File: src/rtl/error_stat_collector_if.sv
// Bundles the sample stream, FIFO readout and statistics of one error_stat_collector.
interface error_stat_collector_if #(
  parameter int DATA_W = 20,
  parameter int ACC_W  = 32,
  parameter int CNT_W  = 16
);
  logic                     start;
  logic                     in_valid;
  logic signed [DATA_W-1:0] in_data;
  logic                     in_last;
  logic                     in_ready;
  logic                     rd_en;
  logic signed [DATA_W-1:0] out_data;
  logic                     out_empty;
  logic                     out_full;
  logic [ACC_W-1:0]         sum_abs;
  logic [DATA_W-1:0]        max_abs;
  logic [CNT_W-1:0]         sample_cnt;
  logic                     sum_sat;
  logic                     ready;

  modport master (
    output start, in_valid, in_data, in_last, rd_en,
    input  in_ready, out_data, out_empty, out_full,
    input  sum_abs, max_abs, sample_cnt, sum_sat, ready
  );

  modport slave (
    input  start, in_valid, in_data, in_last, rd_en,
    output in_ready, out_data, out_empty, out_full,
    output sum_abs, max_abs, sample_cnt, sum_sat, ready
  );
endinterface

File: src/rtl/error_stat_collector.sv
// Captures regressor error samples into a FWFT FIFO and keeps per-run |error| statistics.
module error_stat_collector #(
  parameter int DATA_W = 20,
  parameter int DEPTH  = 16,
  parameter int ACC_W  = 32,
  parameter int CNT_W  = 16
) (
  input  logic                  clk,
  input  logic                  rst,
  error_stat_collector_if.slave bus
);
  localparam int PTR_W = $clog2(DEPTH);

  typedef enum logic [1:0] {IDLE, COLLECT, DONE} state_t;

  state_t                   state_q;
  logic [PTR_W-1:0]         wr_ptr_q, rd_ptr_q;
  logic [PTR_W:0]           cnt_q;
  logic signed [DATA_W-1:0] mem_q [DEPTH];
  logic [ACC_W-1:0]         sum_q;
  logic [DATA_W-1:0]        max_q;
  logic [CNT_W-1:0]         smp_q;
  logic                     sat_q, ready_q;

  logic                     full, empty, accept, pop, start_run;
  logic [DATA_W-1:0]        abs_d;
  logic [ACC_W:0]           sum_d;

  // Magnitude in DATA_W unsigned bits, so the most negative input maps cleanly to 2^(DATA_W-1).
  function automatic logic [DATA_W-1:0] abs_mag(input logic signed [DATA_W-1:0] x);
    logic [DATA_W-1:0] ux;
    ux = x;
    return ux[DATA_W-1] ? (~ux + DATA_W'(1)) : ux;
  endfunction

  // Top bit of the result flags overflow; the low ACC_W bits are the clamped sum.
  function automatic logic [ACC_W:0] sat_add(input logic [ACC_W-1:0] acc,
                                             input logic [DATA_W-1:0] mag);
    logic [ACC_W:0] s;
    s = {1'b0, acc} + (ACC_W+1)'(mag);
    return s[ACC_W] ? {1'b1, {ACC_W{1'b1}}} : s;
  endfunction

  assign full      = (cnt_q == (PTR_W+1)'(DEPTH));
  assign empty     = (cnt_q == '0);
  assign start_run = bus.start && (state_q != COLLECT);
  assign accept    = bus.in_valid && bus.in_ready;
  assign pop       = bus.rd_en && !empty;
  assign abs_d     = abs_mag(bus.in_data);
  assign sum_d     = sat_add(sum_q, abs_d);

  always_ff @(posedge clk) begin
    if (rst) begin
      state_q  <= IDLE;
      wr_ptr_q <= '0;
      rd_ptr_q <= '0;
      cnt_q    <= '0;
      sum_q    <= '0;
      max_q    <= '0;
      smp_q    <= '0;
      sat_q    <= 1'b0;
      ready_q  <= 1'b0;
    end else if (start_run) begin
      state_q  <= COLLECT;
      wr_ptr_q <= '0;
      rd_ptr_q <= '0;
      cnt_q    <= '0;
      sum_q    <= '0;
      max_q    <= '0;
      smp_q    <= '0;
      sat_q    <= 1'b0;
      ready_q  <= 1'b0;
    end else begin
      if (accept) begin
        wr_ptr_q <= wr_ptr_q + PTR_W'(1);
        sum_q    <= sum_d[ACC_W-1:0];
        sat_q    <= sat_q | sum_d[ACC_W];
        if (abs_d > max_q) max_q <= abs_d;
        if (smp_q != '1)   smp_q <= smp_q + CNT_W'(1);
        if (bus.in_last) begin
          state_q <= DONE;
          ready_q <= 1'b1;
        end
      end
      if (pop) rd_ptr_q <= rd_ptr_q + PTR_W'(1);
      if (accept && !pop)      cnt_q <= cnt_q + (PTR_W+1)'(1);
      else if (!accept && pop) cnt_q <= cnt_q - (PTR_W+1)'(1);
    end
  end

  // Storage is data only; validity is carried entirely by the pointers and count.
  always_ff @(posedge clk) begin
    if (accept) mem_q[wr_ptr_q] <= bus.in_data;
  end

  assign bus.in_ready   = (state_q == COLLECT) && !full;
  assign bus.out_data   = empty ? '0 : mem_q[rd_ptr_q];
  assign bus.out_empty  = empty;
  assign bus.out_full   = full;
  assign bus.sum_abs    = sum_q;
  assign bus.max_abs    = max_q;
  assign bus.sample_cnt = smp_q;
  assign bus.sum_sat    = sat_q;
  assign bus.ready      = ready_q;
endmodule

File: src/flat_wrapper.sv
// flat-port wrapper written by rule: the top's interface ports become plain ports
module error_stat_collector_flat 
#(
  parameter int DATA_W = 20,
  parameter int DEPTH  = 16,
  parameter int ACC_W  = 32,
  parameter int CNT_W  = 16
)
  (clk, rst, bus_start, bus_in_valid, bus_in_data, bus_in_last, bus_rd_en, bus_in_ready, bus_out_data, bus_out_empty, bus_out_full, bus_sum_abs, bus_max_abs, bus_sample_cnt, bus_sum_sat, bus_ready);
  error_stat_collector_if #(.DATA_W(DATA_W), .ACC_W(ACC_W), .CNT_W(CNT_W)) bus_i ();
  input  logic clk;
  input  logic rst;
  input wire logic [$bits(bus_i.start)-1:0] bus_start;
  input wire logic [$bits(bus_i.in_valid)-1:0] bus_in_valid;
  input wire logic [$bits(bus_i.in_data)-1:0] bus_in_data;
  input wire logic [$bits(bus_i.in_last)-1:0] bus_in_last;
  input wire logic [$bits(bus_i.rd_en)-1:0] bus_rd_en;
  output wire logic [$bits(bus_i.in_ready)-1:0] bus_in_ready;
  output wire logic [$bits(bus_i.out_data)-1:0] bus_out_data;
  output wire logic [$bits(bus_i.out_empty)-1:0] bus_out_empty;
  output wire logic [$bits(bus_i.out_full)-1:0] bus_out_full;
  output wire logic [$bits(bus_i.sum_abs)-1:0] bus_sum_abs;
  output wire logic [$bits(bus_i.max_abs)-1:0] bus_max_abs;
  output wire logic [$bits(bus_i.sample_cnt)-1:0] bus_sample_cnt;
  output wire logic [$bits(bus_i.sum_sat)-1:0] bus_sum_sat;
  output wire logic [$bits(bus_i.ready)-1:0] bus_ready;
  assign bus_i.start = bus_start;
  assign bus_i.in_valid = bus_in_valid;
  assign bus_i.in_data = bus_in_data;
  assign bus_i.in_last = bus_in_last;
  assign bus_i.rd_en = bus_rd_en;
  assign bus_in_ready = bus_i.in_ready;
  assign bus_out_data = bus_i.out_data;
  assign bus_out_empty = bus_i.out_empty;
  assign bus_out_full = bus_i.out_full;
  assign bus_sum_abs = bus_i.sum_abs;
  assign bus_max_abs = bus_i.max_abs;
  assign bus_sample_cnt = bus_i.sample_cnt;
  assign bus_sum_sat = bus_i.sum_sat;
  assign bus_ready = bus_i.ready;
  error_stat_collector #(.DATA_W(DATA_W), .DEPTH(DEPTH), .ACC_W(ACC_W), .CNT_W(CNT_W)) u_core (.clk(clk), .rst(rst), .bus(bus_i));
endmodule
File: config.mk
export PLATFORM = sky130hd
export DESIGN_NAME = error_stat_collector_flat
export DESIGN_NICKNAME = d
export VERILOG_FILES = /design/src/rtl/error_stat_collector_if.sv /design/src/rtl/error_stat_collector.sv /design/src/flat_wrapper.sv
export SDC_FILE = /design/constraint.sdc
export NUM_CORES = 1
export LEC_CHECK = 0
export ABC_CLOCK_PERIOD_IN_PS = 5300
export BUFFER_PORTS_ARGS = -buffer_cell sky130_fd_sc_hd__buf_2
export CORE_AREA = 2 2 173 192
export DETAILED_ROUTE_END_ITERATION = 8
export DIE_AREA = 0 0 175 194
export PLACE_DENSITY = 0.81
export SLEW_MARGIN = 30
export SYNTH_ARGS = -nofsm -noshare
export SYNTH_HDL_FRONTEND = slang
export SYNTH_SLANG_ARGS = --single-unit
File: constraint.sdc
create_clock -name clk -period 5.3 [get_ports clk]
set_clock_uncertainty 0.05 [all_clocks]
set_input_delay 1.06 -clock clk [delete_from_list [all_inputs] [get_ports clk]]
set_output_delay 1.06 -clock clk [all_outputs]
set_load 0.02 [all_outputs]
* After elaboration in Yosys (flattened, before gate mapping) *
Memories as Yosys holds them, arrays and structs flattened. A register that Yosys moved wholly into a read port is not among the register bits.
Cells that the tools add are included.

cells by class
  add/subtract/negate cells = 7
  multiply operators = 0
  div/mod/pow operators = 0
  order comparisons = 1
  equal/unequal tests = 4
  shift-type cells = 0
  multiplexer cells = 12
  bitwise gates (word level) = 2
  reduce and logical (&&, ||, !) cells = 19

operators by type and width
  kind                                                 count
  2-to-1 mux 20 bit                                    2
  adder 32 x 20 -> 33 bit                              1
  2-to-1 mux 33 bit                                    1
  adder 20 x 1 -> 20 bit, second input constant        1
  > comparator 20 bit                                  1
  NOT 20 bit                                           1
  adder 16 x 1 -> 16 bit, second input constant        1
  != test 16 bit, second input constant                1
  2-to-1 mux 5 bit                                     2
  adder 4 x 1 -> 4 bit, second input constant          2
  2-to-1 mux 4 bit                                     2
  AND reduction 2 bit                                  4
  logical AND 1 bit                                    6
  nonzero test 2 bit                                   3
  adder 5 x 1 -> 5 bit, second input constant          1
  equality test 5 bit, second input constant           1
  logical NOT 5 bit                                    1
  2-to-1 mux 1 bit                                     5
  subtractor 5 x 1 -> 5 bit, second input constant     1
  logical NOT 1 bit                                    4
  equality test 2 x 1 -> 1 bit, second input constant  1
  != test 2 x 1 -> 1 bit, second input constant        1
  OR reduction 2 bit                                   1
  OR 1 bit                                             1

word-level totals
  bits in registers = 84
  bits in latches = 0
  bits in writable memories = 320
  bits in read-only memories = 0
  bits of input ports = 26
  output and inout port bits = 93
  logic and storage cells = 55
  memories = 1

memory list
  memory        words  width  rd ports  clocked after memory_dff  wr ports  RTL line                    RTL
  u_core.mem_q  16     20     1         1                         1         error_stat_collector.sv:19  logic signed [DATA_W-1:0] mem_q [DEPTH];

* Depth between registers and ports, before layout *
Gate-level depths: netlist of run 1.

  word-level depth = 8
  mapped depth = 18
  depth with buffers taken out = 16

* Worst setup path after synthesis of run 1 *
OpenSTA, ideal clock, no wires.

  kind = input -> register
  start point = input bus_in_data[10]
  end point = register u_core.sum_q[14] (netlist: u_core.bus.sum_abs[14])
  setup time = 0.070 ns
  data arrival time = 4.644 ns
  data required time = 5.180 ns
  path slack = 0.536 ns
  stages = 16
  path through = or4_4 -> or4_1 -> or3_1 -> or2_1 -> o21ai_2 -> xnor2_1 -> ha_1 -> and3_1 -> and4_1 -> o21a_1 -> nor2_1 -> or2_2 -> and2_1 -> buf_2 -> buf_2 -> a21oi_1

between the ends
  cells in the longest elaborated chain, start to end = 5

RTL lines
  item                     RTL line                    RTL
  from (decl)              flat_wrapper.sv:15          input wire logic [$bits(bus_i.in_data)-1:0] bus_in_data;
  NOT 20 bit               error_stat_collector.sv:33  return ux[DATA_W-1] ? (~ux + DATA_W'(1)) : ux;
  adder 20 x 1 -> 20 bit   error_stat_collector.sv:33
  2-to-1 mux 20 bit        error_stat_collector.sv:33
  net u_core.abs_d[18]     error_stat_collector.sv:26  logic [DATA_W-1:0] abs_d;
  adder 32 x 20 -> 33 bit  error_stat_collector.sv:40  s = {1'b0, acc} + (ACC_W+1)'(mag);
  2-to-1 mux 33 bit        error_stat_collector.sv:41  return s[ACC_W] ? {1'b1, {ACC_W{1'b1}}} : s;
  to (signal assigned)     error_stat_collector.sv:76  sum_q <= sum_d[ACC_W-1:0];
  to (decl)                error_stat_collector.sv:20  logic [ACC_W-1:0] sum_q;

The timed path passes the listed nets, and every way through them passes these cells.
A chain may end at the register's enable or synchronous reset.

* Worst setup path after layout of run 1 *
  start point = input bus_in_data[10]
  end point = register u_core.max_q[7] (netlist: u_core.bus.max_abs[7])

between the ends
  cells in the longest elaborated chain, start to end = 5

RTL lines
  item                           RTL line                    RTL
  NOT 20 bit                     error_stat_collector.sv:33
  adder 20 x 1 -> 20 bit         error_stat_collector.sv:33
  2-to-1 mux 20 bit              error_stat_collector.sv:33
  net u_core.abs_d[18]           error_stat_collector.sv:26
  > comparator 20 bit            error_stat_collector.sv:78  if (abs_d > max_q) max_q <= abs_d;
  AND reduction 2 bit (no line)  --
  to (signal assigned)           error_stat_collector.sv:78
  to (decl)                      error_stat_collector.sv:21  logic [DATA_W-1:0] max_q;

The timed path passes the listed nets, and every way through them passes these cells.

==> results.cfg, run 1 <==
[cts]
clk_path_buf_depth = 3
clock-sinks = 408
clock-root-buffer = clkbuf_16
htree_levels = 2
cts_hold_buf = 0
cts_resized = 0
clk_pin_slew_ns = 0.06
clock_latency_ns = 0.53
cts_setup_buffers = 0
cts-buffers-inserted = 40
cts_tree = done

[power_and_ir_drop]
p_sw_uw = 2120
share_comb_of_total_power_pct = 18.6
switching_share_pct = 26.8
peakVddDrop_mv = 0.257
p_int_uw = 5790
clkPwrFrac_pct = 36.2
p_seq_share_pct = 45.2
p_per_area_nw_per_um2 = 394
leakage_uw = 0.00696
total_power_uw = 7910

[final_layout]
area_delta_synth_final_pct = 15.2
final_cells = 1724
utilization_pct = 62.7
final_cell_mix = 320 x edfxtp_1, 118 x buf_2, 100 x mux4_2
mostFrequentLayoutCell = edfxtp_1
final_layout_size_suffix_gt1_share_pct = 26.9
final_nets = 1350
finalInstanceArea_um2 = 20100

[sta]
setup_violations = 0
fmax_ghz = 0.211
period_share_pct = 89.4
drv_slew = 0
rsz0062_at_grt = no
layout_min_cycle_time_ns = 4.74
finalHoldViolations = 0
slew_headroom_pct = 54.9
fin_setup_tns_ns = 0
tightest_slew_ns = 0.669

[drt]
routedWlPerCell_um = 24.7
drt_pre_antenna_iters = 5
antenna_left = 0
num_vias = 10649
route.detailed.drc = 0
first_iter_violations = 1031
viasPerCell = 6.18
wl_um = 42600

[setup_path]
crit_fanout = 28
cp-end-kind = register
critical_path_class = in -> reg
timing.rr.start = u_core.cnt_q[0]
startpoint_type = input port
cp.required_ns = 5.68
crit_path_start = bus_in_data[10]
crit_arrival_ns = 5.12

[floorplanning]
initial_core_util_pct = 54.4
die_area_um2 = 34000
num_rows = 69
ioPinCount = 119
die_x_um = 175
core_um2 = 32000
die_h_um = 194

[synth]
synth_edf_count = 320
syn_area_um2 = 17400
syn-mean-instance-area_um2 = 15.6
ys_types = 52
ys.flop_type = edfxtp_1
yosys_warnings = 0
syn-num-nets = 1200
synthCells = 1120
ys_seq_elements = 408
synth-async-reset-ratio_pct = 0
ys_seq_area_share_pct = 65.2

[placement]
hpwl_um = 24500
gp_congestion = 0.858
placed_cells = 1654
numPortBuffers = 118
dpl_cell_area_um2 = 18800

[run_status]
outcome = finished, final reports clean

[global_routing]
grt_pass1_wl_um = 63900
grt_max_degree = 61
grt_usage_pct = 25.2
globalRouteOverflowTotal = 0
grt_pass1_vias = 10597
antenna_found_initial = 1

[min_path]
hold_path_class = reg -> reg
min_from = u_core.bus.sum_sat

[flow_run]
drv_cap = 0
## cells in the mapped netlist, drive strengths merged (23+ instances only)
library cell	number	area share (%)
clkbuf	41	0.88
nor2b	23	0.83
ha	52	3.7
inv	32	0.69
xnor2	32	1.6
o21ai	50	1.5
dfxtp	88	10
nor2	77	1.7
nand2	39	0.84
xor2	26	1.3
a21oi	63	1.8
mux4	100	13
edfxtp	320	55
## sequential cells by signal, summed over array words and instances (netlist names), named ones only
signal	cells
u_core.cnt_q	5
u_core.bus.sum_abs	32
u_core.wr_ptr_q	4
u_core.mem_q	320
u_core.rd_ptr_q	4
u_core.state_q	2
u_core.bus.sample_cnt	16
u_core.bus.sum_sat	1
u_core.bus.max_abs	20
## stage by stage
stage | hold WS (ns) | setup WS (ns)
detailed placement | 0.395 | 0.0958
finish | 0.409 | 0.563
global placement | 0.384 | 0.229
CTS | 0.406 | 0.607
global route | 0.447 | 0.262
floorplan | 0.381 | 0.536
## layout make-up
cell class	count	area [um^2]
diodes	1	2.50
clock buffers	47	1050
clock inverters	22	254
fillers	2235	11900
inverters	32	120
multi-input cells	628	5810
flip-flops and latches	408	11400
well taps	426	533
repair buffers	160	943
## layer usage
metal | routed length (um) | part of all wire (%) | GRT usage (%) | vias to the layer above
met5 | 0 | 0 | 0 | -
met4 | 1610 | 3.8 | 9.94 | 0
met3 | 3710 | 8.7 | 4.73 | 113
met1 | 16500 | 39 | 33.8 | 5308
met2 | 20800 | 49 | 41.3 | 585
li1 | - | - | - | 4643
## critical path, cell delays in order
cell      delay [ns]
buf_2           0.10
or4_4           0.59
or4_1           0.48
or3_1           0.39
or2_1           0.26
o21ai_2         0.15
xnor2_1         0.14
ha_1            0.33
nand4_1         0.13
or2_2           0.34
or3_1           0.36
o21ai_0         0.10
o21ai_2         0.21
buf_12          0.22
a211oi_1        0.25
## worst paths after layout
check,endpoint,cells past startpoint,slack [ns]
setup / recovery,u_core.bus.max_abs[7],15,0.56
hold / removal,u_core.bus.sum_sat,2,0.41
hold reg to reg,u_core.bus.sum_sat,2,0.41
setup reg to reg,u_core.cnt_q[4],12,1.76
## power groups by stage
stage | combinational [uW] | clock [uW] | sequential (uW)
4_1_cts | 1490 | 2900 | 3580
3_3_place_gp | 1440 | 0 | 3650
5_1_grt | 1590 | 3010 | 3590
2_1_floorplan | 1040 | 0 | 3610
3_5_place_dp | 1470 | 0 | 3650
6_report | 1470 | 2860 | 3580
## logic make-up after synthesis
family | synth area share, %
buffers and inverters | 1.82
muxes | 13.2
xor gates and xnor gates | 2.91
AOI/OAI and AO/OA | 6.49
adders and majority gates | 3.96
and+or+nand+nor | 6.38
DFF | 65.2
Note: power is estimated with default switching activity, not from simulation.
==> run 2, diff against run 1 <==
--- a/config.mk
+++ b/config.mk
@@ -8,6 +8,7 @@
 export ABC_CLOCK_PERIOD_IN_PS = 5300
 export BUFFER_PORTS_ARGS = -buffer_cell sky130_fd_sc_hd__buf_2
 export CORE_AREA = 2 2 173 192
+export CTS_BUF_LIST = sky130_fd_sc_hd__clkbuf_4
 export DETAILED_ROUTE_END_ITERATION = 8
 export DIE_AREA = 0 0 175 194
 export PLACE_DENSITY = 0.81
==> run 2 against run 1 <==
Against the previous run: first-iteration DRC count up 1.2%; worst setup slack better by 0.21 ns; count of clock-buffer cells in the layout up 94; via count up 1.2%; cell count grew 6.7%; sequential cell count stayed put; total power fell by 5.0%; critical path depth is 1 higher; largest cell class unchanged.
==> results.cfg, run 2 (synthesized netlist as in run 1, its figures left out) <==
[setup_path]
startpoint_type = input port
crit_arrival_ns = 5.10
cp-end-kind = register
crit_slowest_cell = or4_4
cp.required_ns = 5.87
path_buf_inv = 2
crit_top_cell = o21ai_2
critical_path_class = in -> reg
critical_path.top_delay_family = simple AND/OR/NAND/NOR gates
crit_chain = buf_2, or4_4, or4_1, or3_1, or2_1, o21ai_2, xnor2_1, ha_1, nand4_1, or2_2, nor3_1, o21ai_0, o211ai_1, o21ai_2, buf_12, a211oi_1
crit_fanout = 28
max_stage_delay_ns = 0.59

[placement]
hpwl_um = 24500
dpl_cell_area_um2 = 18800
numPortBuffers = 118
gp_congestion = 0.858
placed_cells = 1654

[final_layout]
largest_reg_flops = 320
seq_area_um2 = 11400
final_cell_mix = 320 x edfxtp_1, 141 x clkbuf_4, 118 x buf_2
final_nets = 1408
finalInstanceArea_um2 = 20000
mostFrequentLayoutCell = edfxtp_1
regMostFlops = u_core.mem_q
multi_input_area_um2 = 5810
final_cells = 1840
nFillCells = 2304
area_delta_synth_final_pct = 14.9
final_layout_size_suffix_gt1_share_pct = 31.6

[cts]
clock-sinks = 408
cts_resized = 0
cts-buffers-inserted = 98
cts_hold_buf = 0
clk_path_buf_depth = 3
clock-root-buffer = clkbuf_4
htree_levels = 3
clock_latency_ns = 0.77
clk_pin_slew_ns = 0.06
cts_setup_buffers = 0
cts_tree = done

[floorplanning]
num_rows = 69
initial_core_util_pct = 54.4
core_um2 = 32000
die_area_um2 = 34000
ioPinCount = 119
die_x_um = 175
die_h_um = 194

[drt]
wl_um = 40500
viasPerCell = 5.86
route.detailed.drc = 0
drt_pre_antenna_iters = 5
num_vias = 10778
antenna_left = 0
first_iter_violations = 1043
routedWlPerCell_um = 22.0

[sta]
layout_min_cycle_time_ns = 4.53
period_share_pct = 85.5
fmax_ghz = 0.221
rsz0062_at_grt = no
setup_violations = 0
slew_headroom_pct = 54.9
finalHoldViolations = 0
fin_setup_tns_ns = 0
drv_slew = 0
holdWs_ns = 0.405
tightest_slew_ns = 0.669

[global_routing]
globalRouteOverflowTotal = 0
grt_pass1_wl_um = 61700
grt_usage_pct = 24.2
grt_pass1_vias = 10881
antenna_found_initial = 2
grt_max_degree = 61

[power_and_ir_drop]
peakVddDrop_mv = 0.249
total_power_uw = 7520
p_per_area_nw_per_um2 = 375
leakage_uw = 0.00707

[run_status]
outcome = finished, final reports clean

[min_path]
hold_path_class = reg -> reg

[flow_run]
drv_cap = 0
==> run 2: cell types whose count changed in the layout (fill, tap and decap cells not counted), moves of 2 or more <==
cell        change
diode_2         +2
clkinvlp_4      -2
clkinv_2        +6
clkbuf_1        -6
bufinv_16       -5
clkbuf_4      +141
clkbuf_16      -41
clkinv_1       +23
inv_2           +2
inv_6           -3
==> run 2: per-layer routing <==
layer  share of wire (%)  up-vias  routed length, um  global-route usage, %
met2                  48      525              19500                   38.6
met3                 9.2       88               3740                   6.59
met5                   0        -                  0                      0
li1                    -     4855                  -                      -
met1                  40     5310              16000                   31.8
met4                 3.0        0               1230                   9.60
==> run 2: path summary, 6_finish.rpt <==
check                            to  depth (start not counted)          startpoint  slack (ns)
max          u_core.bus.max_abs[11]                         16     bus_in_data[10]        0.77
min              u_core.bus.sum_sat                          2  u_core.bus.sum_sat        0.40
max reg2reg         u_core.cnt_q[4]                         12     u_core.cnt_q[0]        1.76
min reg2reg      u_core.bus.sum_sat                          2  u_core.bus.sum_sat        0.40
==> run 2: stage by stage <==
step	utilization, %	worst slack (ns)
final	62.5	0.771
after global routing	62.5	0.531
after CTS	62.5	0.684
after detailed placement	58.6	0.0958
after global placement	58.6	0.229
after floorplan	-	0.536
==> run 2: where the power goes <==
part / switching, uW / internal, uW / leakage [uW] / total (uW)
Clock: 1240 / 1240 / 0.000742 / 2480
Sequential: 82.0 / 3500 / 0.00359 / 3580
Combinational: 831 / 627 / 0.00274 / 1460
==> run 2: area by class of cell <==
| type | instances | share of cell area (%) |
|---|---|---|
| inverter | 32 | 0.600 |
| antenna | 3 | 0.0375 |
| sequential | 408 | 56.8 |
| clock inverter | 42 | 0.887 |
| clock buffer | 141 | 5.29 |
| timing repair buffer | 160 | 4.71 |
| tap | 426 | 2.66 |
| multi-input combinational | 628 | 29.0 |
==> run 2: tightest hold or removal path, delay by kind of cell (launching register included) <==
kind            cells  cell delay, ns
compound gates      1            0.05
buf+inv             1            0.05
flops               1            0.31
